`src/rtl/oc8051_ecall_ctrl.sv`:
```
// Ecall sequencer: snapshots ETR and return PC on ECALL, drains the pipeline,
// loads the target into the PC and raises priv; ERET restores the saved PC.
module oc8051_ecall_ctrl #(
    parameter int DRAIN_MAX = 16
) (
    input  logic        clk,
    input  logic        rst,
    input  logic        ecall_req,
    input  logic        eret_req,
    input  logic [15:0] pc_in,
    input  logic [15:0] etr,
    input  logic        core_idle,
    input  logic        fault_clr,
    output logic        stall,
    output logic        pc_wr,
    output logic [15:0] pc_out,
    output logic        priv,
    output logic        etr_lock,
    output logic        fault,
    output logic [1:0]  fault_code
);

    localparam int CNT_W = (DRAIN_MAX > 1) ? $clog2(DRAIN_MAX) : 1;
    localparam logic [CNT_W-1:0] CNT_LAST = CNT_W'(DRAIN_MAX - 1);

    localparam logic [1:0] FC_NESTED  = 2'd0;
    localparam logic [1:0] FC_ERET    = 2'd1;
    localparam logic [1:0] FC_ETRZERO = 2'd2;
    localparam logic [1:0] FC_TIMEOUT = 2'd3;

    typedef enum logic [2:0] {
        ST_IDLE  = 3'd0,
        ST_DRAIN = 3'd1,
        ST_JUMP  = 3'd2,
        ST_PRIV  = 3'd3,
        ST_RET   = 3'd4
    } state_t;

    state_t           state_r;
    state_t           state_nxt_s;
    logic [15:0]      tgt_r;
    logic [15:0]      ret_r;
    logic [CNT_W-1:0] cnt_r;
    logic [CNT_W-1:0] cnt_nxt_s;
    logic             capture_s;
    logic             fault_set_s;
    logic [1:0]       fault_code_nxt_s;
    logic             fault_r;
    logic [1:0]       fault_code_r;

    // State, snapshot and drain counter registers
    always_ff @(posedge clk or posedge rst) begin
        if (rst) begin
            state_r <= ST_IDLE;
            tgt_r   <= 16'h0000;
            ret_r   <= 16'h0000;
            cnt_r   <= '0;
        end else begin
            state_r <= state_nxt_s;
            cnt_r   <= cnt_nxt_s;
            if (capture_s) begin
                tgt_r <= etr;
                ret_r <= pc_in;
            end else begin
                tgt_r <= tgt_r;
                ret_r <= ret_r;
            end
        end
    end

    // Next-state, capture and fault-detection logic
    always_comb begin
        state_nxt_s      = state_r;
        cnt_nxt_s        = cnt_r;
        capture_s        = 1'b0;
        fault_set_s      = 1'b0;
        fault_code_nxt_s = FC_NESTED;
        case (state_r)
            ST_IDLE: begin
                if (eret_req) begin
                    fault_set_s      = 1'b1;
                    fault_code_nxt_s = FC_ERET;
                end else if (ecall_req) begin
                    if (etr == 16'h0000) begin
                        fault_set_s      = 1'b1;
                        fault_code_nxt_s = FC_ETRZERO;
                    end else begin
                        capture_s   = 1'b1;
                        cnt_nxt_s   = '0;
                        state_nxt_s = ST_DRAIN;
                    end
                end else begin
                    state_nxt_s = ST_IDLE;
                end
            end
            ST_DRAIN: begin
                if (core_idle) begin
                    state_nxt_s = ST_JUMP;
                end else if (cnt_r == CNT_LAST) begin
                    // Give up: back to IDLE without touching the PC
                    fault_set_s      = 1'b1;
                    fault_code_nxt_s = FC_TIMEOUT;
                    state_nxt_s      = ST_IDLE;
                end else begin
                    cnt_nxt_s = cnt_r + CNT_W'(1);
                end
            end
            ST_JUMP: begin
                state_nxt_s = ST_PRIV;
            end
            ST_PRIV: begin
                if (eret_req) begin
                    state_nxt_s = ST_RET;
                end else if (ecall_req) begin
                    fault_set_s      = 1'b1;
                    fault_code_nxt_s = FC_NESTED;
                end else begin
                    state_nxt_s = ST_PRIV;
                end
            end
            ST_RET: begin
                state_nxt_s = ST_IDLE;
            end
            default: begin
                state_nxt_s = ST_IDLE;
                cnt_nxt_s   = '0;
            end
        endcase
    end

    // Sticky fault flag; a new fault takes priority over a clear
    always_ff @(posedge clk or posedge rst) begin
        if (rst) begin
            fault_r      <= 1'b0;
            fault_code_r <= 2'd0;
        end else if (fault_set_s) begin
            fault_r      <= 1'b1;
            fault_code_r <= fault_code_nxt_s;
        end else if (fault_clr) begin
            fault_r      <= 1'b0;
            fault_code_r <= 2'd0;
        end else begin
            fault_r      <= fault_r;
            fault_code_r <= fault_code_r;
        end
    end

    // Outputs decoded purely from the state register
    always_comb begin
        stall    = 1'b0;
        pc_wr    = 1'b0;
        pc_out   = 16'h0000;
        priv     = 1'b0;
        etr_lock = 1'b0;
        case (state_r)
            ST_IDLE: begin
                etr_lock = 1'b0;
            end
            ST_DRAIN: begin
                stall    = 1'b1;
                etr_lock = 1'b1;
            end
            ST_JUMP: begin
                stall    = 1'b1;
                pc_wr    = 1'b1;
                pc_out   = tgt_r;
                etr_lock = 1'b1;
            end
            ST_PRIV: begin
                priv     = 1'b1;
                etr_lock = 1'b1;
            end
            ST_RET: begin
                stall    = 1'b1;
                pc_wr    = 1'b1;
                pc_out   = ret_r;
                priv     = 1'b1;
                etr_lock = 1'b1;
            end
            default: begin
                etr_lock = 1'b0;
            end
        endcase
    end

    assign fault      = fault_r;
    assign fault_code = fault_code_r;

endmodule

```
`config.mk`:
```
export PLATFORM = sky130hd
export DESIGN_NAME = oc8051_ecall_ctrl
export DESIGN_NICKNAME = d
export VERILOG_FILES = /design/src/rtl/oc8051_ecall_ctrl.sv
export SDC_FILE = /design/constraint.sdc
export NUM_CORES = 1
export LEC_CHECK = 0
export BUFFER_PORTS_ARGS = -buffer_cell sky130_fd_sc_hd__buf_2
export CELL_PAD_IN_SITES_DETAIL_PLACEMENT = 1
export CELL_PAD_IN_SITES_GLOBAL_PLACEMENT = 2
export CORE_MARGIN = 3
export CORE_UTILIZATION = 36
export DETAILED_ROUTE_END_ITERATION = 6
export PLACE_DENSITY_LB_ADDON = 0.1
export SLEW_MARGIN = 20
export SYNTH_ARGS = -nofsm -noshare
export SYNTH_HDL_FRONTEND = slang
export SYNTH_SLANG_ARGS = --single-unit
```
`constraint.sdc`:
```
create_clock -name clk -period 2.93 [get_ports clk]
set_clock_uncertainty 0.15 [all_clocks]
set_input_delay 0.1465 -clock clk [delete_from_list [all_inputs] [get_ports clk]]
set_output_delay 0.1465 -clock clk [all_outputs]
set_load 0.01 [all_outputs]
```
==> reports/metrics.yaml <==
num_rows: 27
fin_nets: 300
antenna_found_initial: 0
critPathKind: "primary input to flop"
cts_root_buffer: "clkbuf_8"
critical-path-top-delay-family: "buffers and inverters"
core_um2: 5680
worst_ep_arrival_time_ns: 2.65
min_from: "ecall_req"
power.density_nw_per_um2: 866
gp_congestion: 0.763
synth_area_leader_cell: "dfrtp_1"
clk_latency_ns: 0.29
holdWs_ns: 0.0209
groute.usage.overall_pct: 18.1
syn_area_um2: 2170
drtAntennaViolNets: 0
io_buffers: 60
finalSetupViolations: 0
finalMaxSlewViolations: 0
ys_ff_latch: 42
drive_gt1_share_pct: 41.6
area_growth_pct: 34.9
grt_pass1_vias: 1913
cts_tree: "built"
cts_setup_buffers: 0
vias: 1665
pin_count: 61
startpoint_type: "primary input"
rsz0062_at_grt: "false"
p_leak_nw: 1.51
wl_um: 5950
cp.required_ns: 2.96
finalPower_w: 0.00254
dp_hpwl_um: 4020
endpoint_kind: "flop"
status: "finished clean"
r2r_start: "state_r[0]"
maxCapViolations: 0
initial_utilization_pct: 38.3
grt_pass1_wl_um: 10100
clock_path_buffers: 2
yosysSeqAreaShare_pct: 48.4
setup_slack_ns: 0.309
cp_slowest_stage_delay_ns: 0.53
synthTopCellsByArea: "dfrtp_1 48%, mux2_4 21%, a22o_1 6.5%, buf_12 2.8%, nor2_1 1.6%"
peakVddDrop_v: 0.000327
startpoint: "etr[6]"
drc: 0
fp.dieH_um: 83.7
holdCritPathClass: "primary input to flop"
path_cells: "dlygate4sd3_1, buf_2, nor4_1, and4_1, or2_2, buf_4, mux2_4"
dp_cells: 291
worst_pin_slew_ns: 0.782
syn_nets: 204
finalNonFillerCells: 335
crit_slowest_cell: "dlygate4sd3_1"
ys_warn_count: 0
fmax_ghz: 0.382
synthCells: 165
h-tree-depth: 2
fp.dieArea_um2: 7000
drtPass1Iterations: 4
crit_path_max_fanout: 22
num-fill-cells: 613
wire_per_inst_um: 17.8
finalCritPeriodShare_pct: 89.5
synth_top_area_share_pct: 48.4
synth.avg_cell_area_um2: 13.2
yosysUniqueCellTypes: 41
drtIter0Drc: 71
hold_viol_final: 0
period_minus_slack_ns: 2.62
seq_area_um2: 1050
clkSinkCount: 42
path_buf_inv: 3
tritoncts.num_buffers: 5
clkTransAtPathRegs_ns: 0.08
die_x_um: 83.7
tns_ns: 0
max_slew_margin_pct: 47.9
grt.overflow.total: 0
multiInputGateArea_um2: 1010
viasPerCell: 4.97
grt_max_degree: 23
dp_slack_ns: 0.505
-- registers in the layout (all words and copies together), names as in the netlist --
signal / flops
cnt_r: 4
tgt_r: 16
fault: 1
state_r: 3
ret_r: 16
fault_code: 2
-- stage by stage --
stage          utilization [%]  instance area [µm²]
3_5_place_dp              43.8                 2480
4_1_cts                   51.6                 2930
3_3_place_gp              43.8                 2480
2_1_floorplan                -                 2170
5_1_grt                   51.6                 2930
6_report                  51.6                 2930
-- worst paths after layout --
path | endpoint | slack [ns] | depth (start not counted)
max reg2reg | tgt_r[13] | 0.59 | 5
min reg2reg | fault_code[0] | 0.37 | 1
min in group asynchronous | ret_r[12] | 0.29 | 3
min | fault | 0.02 | 3
max | tgt_r[13] | 0.31 | 7
max in group asynchronous | state_r[0] | 1.67 | 4
-- worst min-delay path, delay by kind of cell --
family	cells	cell delay, ns
AND/OR/NAND/NOR	1	0.06
AO/OA/AOI/OAI	1	0.11
buffers and inverters	1	0.11
-- what timing repair did --
item	CTS	global route
gates resized for setup	0	0
endpoints found under the hold margin	47	0
endpoints found under the setup margin	0	0
hold buffers	35	0
-- power by group --
group / total [W] / leakage (nW) / switching [W] / internal [W]
Clock: 0.000390 / 0.0408 / 0.000219 / 0.000171
Combinational: 0.00109 / 0.953 / 0.000451 / 0.000635
Sequential: 0.00106 / 0.513 / 0.000212 / 0.000850
-- kinds of logic (layout without fill, tap and decap cells) --
group,Yosys count,in the layout,share of synthesized area (%)
simple gates,46,46,12.2
flops,42,42,48.4
fa+ha+maj,1,1,0.576
compound gates,31,31,11.3
mux,33,33,22.2
other cells,0,1,0
buf+inv,12,109,5.30
-- cell type report --
class / instances / area share (%)
Tap cell: 72 / 3.07
Sequential cell: 42 / 35.9
Clock inverter: 3 / 0.811
Antenna cell: 1 / 0.0854
Inverter: 2 / 0.256
Multi-Input combinational cell: 111 / 34.3
Clock buffer: 5 / 2.35
Timing Repair Buffer: 99 / 23.2
-- routing by layer --
layer	GRT usage [%]	up-vias	share of wire [%]	wire length (µm)
met1	24.6	823	46	2760
met3	3.46	5	4.0	240
met2	29.6	44	49	2910
met4	4.68	0	0.77	46
li1	-	793	-	-
met5	0	-	0	0
-- Yosys cell counts (all sizes together) --
cell	instances
a22o	16
o211ai	1
a21o	2
nor4	4
mux2	32
nor2b	2
dfrtp	42
nand3	3
and2	1
nand3b	2
a31oi	2
and2b	1
and3	2
o21a	1
inv	2
o21ai	2
or2	2
a21bo	1
nand2	9
nand2b	3
ha	1
a311o	1
or3	2
nor3b	2
and4	1
buf	8
o311ai	1
clkbuf	2
mux2i	1
nor3	2
nor2	9
or2b	1
a211o	1
a21oi	3
-- cell usage in the layout (no fill, tap or decap), drive strengths merged, types with 3 or more instances in the layout --
cell	n
nor2	9
nand2b	3
dlygate4sd3	35
a22o	16
nand2	9
a21oi	3
mux2	32
nor4	4
nand3	3
dfrtp	42
inv	3
buf	64
clkbuf	5
No activity file was read; power rests on OpenSTA's default activity.
